**src/rtl/inst_fetch.sv**
```systemverilog
// Instruction fetch sequencer for a 4-bit machine-cycle CPU.
// Runs an 8-phase machine cycle: it drives the PC nibble to the ROM bus in
// phases 0-2, latches the opcode nibbles in phases 3-4, tracks two-word
// instructions and issues PC stack commands.
// Optional feature: define INST_FETCH_COUNT_EN to build the retired-instruction
// counter; otherwise inst_count is tied to zero.
module inst_fetch #(
  parameter logic [2:0] SYNC_CYCLE = 3'd7
) (
  input  logic       clock,
  input  logic       reset,
  input  logic       halt,
  input  logic [3:0] pc_word,
  input  logic       pc_enable,
  input  logic [3:0] bus_in,
  output logic [3:0] bus_out,
  output logic       bus_oe,
  output logic       sync,
  output logic [2:0] cycle,
  output logic [3:0] opr,
  output logic [3:0] opa,
  output logic       second_word,
  output logic       inst_valid,
  output logic [1:0] stack_control,
  output logic [7:0] inst_count
);

  localparam logic [1:0] STK_NOP  = 2'b00;
  localparam logic [1:0] STK_PUSH = 2'b01;
  localparam logic [1:0] STK_POP  = 2'b10;

  logic two_word;
  logic advance;

  // Every register holds while halted.
  assign advance = ~halt;

  // Opcodes whose instruction occupies two ROM words (FIM is opr=2 with even opa).
  assign two_word = (opr == 4'h1) || (opr == 4'h4) || (opr == 4'h5) ||
                    (opr == 4'h7) || ((opr == 4'h2) && !opa[0]);

  // Machine-cycle phase counter, wrapping 7 -> 0.
  always_ff @(posedge clock or posedge reset) begin
    if (reset) begin
      cycle <= 3'd0;
    end else if (advance) begin
      cycle <= cycle + 3'd1;
    end
  end

  // Opcode nibble capture: upper nibble in phase 3, lower nibble in phase 4.
  always_ff @(posedge clock or posedge reset) begin
    if (reset) begin
      opr <= 4'h0;
      opa <= 4'h0;
    end else if (advance) begin
      if (cycle == 3'd3) opr <= bus_in;
      if (cycle == 3'd4) opa <= bus_in;
    end
  end

  // Fresh-instruction strobe, high for exactly phase 5.
  always_ff @(posedge clock or posedge reset) begin
    if (reset) begin
      inst_valid <= 1'b0;
    end else if (advance) begin
      inst_valid <= (cycle == 3'd4);
    end
  end

  // Word-2 flag toggles in only after word 1 of a two-word opcode, so a run of
  // two-word opcodes alternates 0,1,0.
  always_ff @(posedge clock or posedge reset) begin
    if (reset) begin
      second_word <= 1'b0;
    end else if (advance && (cycle == 3'd7)) begin
      second_word <= two_word & ~second_word;
    end
  end

`ifdef INST_FETCH_COUNT_EN
  // Retire count: bumps at the end of every machine cycle that was not word 1.
  always_ff @(posedge clock or posedge reset) begin
    if (reset) begin
      inst_count <= 8'h00;
    end else if (advance && (cycle == 3'd7) && !(two_word && !second_word)) begin
      inst_count <= inst_count + 8'd1;
    end
  end
`else
  assign inst_count = 8'h00;
`endif

  // ROM address drive is only enabled during the address phases 0-2.
  always_comb begin
    bus_out = 4'h0;
    bus_oe  = 1'b0;
    if (cycle <= 3'd2) begin
      bus_out = pc_word;
      bus_oe  = pc_enable;
    end
  end

  assign sync = (cycle == SYNC_CYCLE);

  // Stack command: PUSH on word 2 of JMS, POP on BBL; opr/second_word only
  // change at phases 3 and 7, so the stack sees a steady value at phase 2.
  always_comb begin
    stack_control = STK_NOP;
    if (second_word && (opr == 4'h5)) begin
      stack_control = STK_PUSH;
    end else if (!second_word && (opr == 4'hC)) begin
      stack_control = STK_POP;
    end
  end

endmodule
```
**config.mk**
```make
export PLATFORM = sky130hd
export DESIGN_NAME = inst_fetch
export DESIGN_NICKNAME = d
export VERILOG_FILES = /design/src/rtl/inst_fetch.sv
export SDC_FILE = /design/constraint.sdc
export NUM_CORES = 1
export LEC_CHECK = 0
export CAP_MARGIN = 20
export CORE_ASPECT_RATIO = 0.7
export CORE_UTILIZATION = 41
export CTS_CLUSTER_SIZE = 14
export DETAILED_ROUTE_END_ITERATION = 8
export PLACE_DENSITY = 0.88
export SLEW_MARGIN = 10
export SYNTH_ARGS = -nofsm -noshare
export SYNTH_HDL_FRONTEND = slang
export SYNTH_SLANG_ARGS = --single-unit
export TNS_END_PERCENT = 50
```
**constraint.sdc**
```tcl
create_clock -name clock -period 3.2 [get_ports clock]
set_clock_uncertainty 0.2 [all_clocks]
set_input_delay 0.48 -clock clock [delete_from_list [all_inputs] [get_ports clock]]
set_output_delay 0.48 -clock clock [all_outputs]
set_load 0.01 [all_outputs]
```
# Yosys cells after proc, flatten, opt, wreduce, memory -nomap -nowiden
# Index checks and enable logic that the tools add are counted.
dict set report totals {
  register_bits 13
  in_bits 12
  output_inout_bits 29
}
dict set report op_classes {
  add_sub_neg 1
  magnitude_cmp 1
  n_eq_ne 9
  muxes 4
  bitwise 3
  n_reduce_logical 12
}
# cell count
set ops {}
lappend ops {{$eq 4x3->1 const B} 3}
lappend ops {{$eq 3x3->1 const B} 2}
lappend ops {{$eq 4x1->1 const B} 1}
lappend ops {{$eq 4x2->1 const B} 1}
lappend ops {{$eq 4x4->1 const B} 1}
lappend ops {{$logic_and 1x1->1} 4}
lappend ops {{$logic_or 1x1->1} 4}
lappend ops {{$mux 2} 2}
lappend ops {{$mux 4} 1}
lappend ops {{$reduce_and 2->1} 2}
lappend ops {{$add 3x1->3 const B} 1}
lappend ops {{$eq 3x2->1 const B} 1}
lappend ops {{$le 3x2->1 const B} 1}
lappend ops {{$logic_not 1->1} 2}
lappend ops {{$not 1->1} 2}
lappend ops {{$and 1x1->1} 1}
lappend ops {{$mux 1} 1}

# Longest topological paths before layout
dict set report depth {
  depth_word 6
  mapped_depth 5
  depth_no_buf 5
}

# Worst setup path after synthesis
# OpenSTA, ideal clock, no wires.
dict set report synth_timing {
  path_kind {flip-flop to output port}
  start {reg cycle[0]}
  end {out bus_oe}
  arrival_ns 1.051
  required_ns 2.520
  slack_ns 1.469
  stages_incl_launch_ff 5
  cell_sequence {dfrtp_1 -> inv_1 -> ha_1 -> o21a_1 -> and2_1}
}
dict set report synth_via {
  elab_chain_cells 2
}
# element line
set synth_rtl {}
lappend synth_rtl {{from (decl)} 19} ;# output logic [2:0] cycle,
lappend synth_rtl {{from (signal assigned)} 47} ;# cycle <= cycle + 3'd1;
lappend synth_rtl {{$le 3x2->1} 98} ;# if (cycle <= 3'd2) begin
lappend synth_rtl {{$mux 1} 98}
lappend synth_rtl {{to (decl)} 17} ;# output logic bus_oe,
# No other way between the ends.

# Final worst setup path
# Same ends and word-level chain as after synthesis.

==> run metrics <==
Avg Inst Size Synth 11.96 um2; crit path time final 2491 ps; Syn Std Cell Area ~770 um2; FF+latch area 325.3 um2; Via Count 528; die span in x 53.66 um; P_leak 0.5196 nW; CORE AREA 0.001667 mm2; post-route worst setup slack 708.5 ps; Tcrit/Tclk final 77.86%; fmax about 400 MHz; worst r2r src cycle[0]; Wirelength per Cell 11.79 um; Pwr Density 898.2 mW/mm2; post-synth top area share a little over two fifths; CP Max Fanout 5; first-pass GRT wire length 2235 um; remaining antenna violation count 0; # Post-CTS Setup Buffers 0; top-count cell post-synth dfrtp_1; Iter 0 DRT Violations 7; initial core utilization a little under half; Root Driver clkbuf_4; crit path DAT 1810 ps; dpl ws between 900 and 1000 ps; footprint of the multi-input gates between 300 and 400 um2; final slew viol count 0; largest net degree at the start of global routing 14; max_cap viols 0; CP cell instances inv_1 -> ha_1 -> o21a_1 -> and2_1 -> clkdlybuf4s50_1; status finished, final reports clean; Final setup viols 0; unrepaired setup endpoints after global routing false; ys async rst share 100.0%; fraction of layout cells with a size suffix above 1 16.33%; GR Util All Layers 16.05%; Synth area leaders dfrtp_1 (42%), ha_1 (8.2%), buf_4 (7.8%); grt ovf 0; port bufs 32; CTS tree yes; RePlAce Congestion ~0.64; clock-pin transition on the worst setup and hold timing paths 90 ps; Setup crit end kind output pin; CP required 2520 ps; Nets 116; PostCTS Resize Cnt 0; Sum Neg Setup Slack 0 ps; diode count 0; Vias/cell roughly 4.4; Largest delay share family, worst path buffers and inverters; register area share after synthesis 42.48%; Compound-Gate Fraction of Synth Area 2.451%; Synth Area in Simple Gates 16.18%; die area 0.002047 mm2; CP Buf/Inv Count 2; CTS sink count 13; FP Rows 12; largest family of logic cells by synthesized area multiplexers; Die H 38.16 um; Clk Latency, worst-skew pair 270 ps; multiplexer area fraction after synthesis around 18%; CP Launch Type flip-flop; crit path max-delay cell type clkdlybuf4s50_1; area share of fa/ha/maj cells after synthesis approximately 8.2%; top_reg_cell synth dfrtp_1; Yosys warning total 0; Seq cells post-synth 13; biggest cell delay along the critical path around 470 ps; critical path type flip-flop to output pin; area grow syn2layout 42.97%; clock buffer depth 2; synth cell count leaders dfrtp_1 (13), buf_4 (8), and2_1 (5), ha_1 (5), mux2_2 (5); H-tree Lvls 1; drt drc 0; Layout fillers between 100 and 150; initial antenna violation count 0; Hold Violations, Final 0; final wirelength 1403 um; XOR/XNOR Fraction of Synth Area 1.144%; synth unique cells 22; launch point of the worst path cycle[0]; Synth area leader dfrtp_1; number of synthesized flops with an enable pin 0; HPWL Detailed 1124 um; vias in the first global route 471; 1st-pass router iterations 4; post-synthesis cell count 64; Min-Delay Path Class primary input to asynchronous set/reset pin; IO Count 41; clock buffer count from CTS 3; peak supply drop 0.0005942 V; hold_buf cts 0
-- cell families (layout without fill, tap and decap cells) --
logic type / Yosys count / after routing
flip-flops: 13 / 13
multiplexers: 11 / 11
XOR/XNOR: 1 / 1
AO/OA/AOI/OAI: 3 / 3
adder cells (fa/ha/maj): 5 / 5
AND/OR/NAND/NOR: 17 / 17
other: 1 / 8
buffers and inverters: 13 / 40
-- report_power, final --
group	internal, mW	total (mW)	switching (mW)
Clock	0.0463	0.103	0.0568
Sequential	0.246	0.333	0.0870
Combinational	0.340	0.547	0.207
-- routing by layer --
layer	part of all wire (%)	wire length [um]	vias up	track usage, %
met3	3.6	51	2	3.571
met5	0	0	-	0
met2	48	673	17	23.44
met1	47	661	245	22.22
li1	-	-	264	-
met4	1.2	17	0	7.895
-- state kept, by name (all words and copies together), names as in the netlist --
name and count:
opa 4, opr 4, cycle 3, inst_valid 1, second_word 1
-- path summary, 6_finish.rpt --
kind	endpoint	slack (ps)	cells after the start
hold / removal	opa[2]	310	2
setup / recovery	bus_oe	710	5
hold reg to reg	inst_valid	320	2
max in group asynchronous	cycle[2]	2170	2
min in group clock	inst_valid	320	2
setup reg to reg	opr[2]	1570	4
-- layout by cell type, fill, tap and decap left out, drive strengths merged --
| cell type | n |
|---|---|
| a21oi | 1 |
| a31oi | 1 |
| and2 | 5 |
| and2b | 1 |
| clkbuf | 3 |
| clkdlybuf4s50 | 32 |
| clkinv | 1 |
| conb | 8 |
| dfrtp | 13 |
| ha | 5 |
| inv | 4 |
| mux2 | 9 |
| mux2i | 2 |
| nand2 | 3 |
| nand2b | 3 |
| nand3b | 1 |
| nor2 | 1 |
| nor3 | 1 |
| nor4b | 2 |
| o21a | 1 |
| xnor2 | 1 |
-- area by class of cell --
class	count	area share, %
multi-input cells	45	34.74
flip-flops and latches	13	29.71
repair buffers	32	29.26
well taps	21	2.400
clock buffers	3	2.057
inverters	4	1.371
clock inverters	1	0.4571
-- through the flow --
stage               hold WS, ps  util (%)  power (mW)  cells  instance area (um2)
floorplan                 157.0         -      0.6118     71                792.0
global placement          263.5     64.04      0.8661    115                 1067
detailed placement        291.3     64.04      0.8835    115                 1067
CTS                       316.7     65.69      0.9938    119                 1095
global route              336.4     65.69       1.060    119                 1095
finish                    307.1     65.69      0.9834    119                 1095
Power figures use the tool's default switching activity.
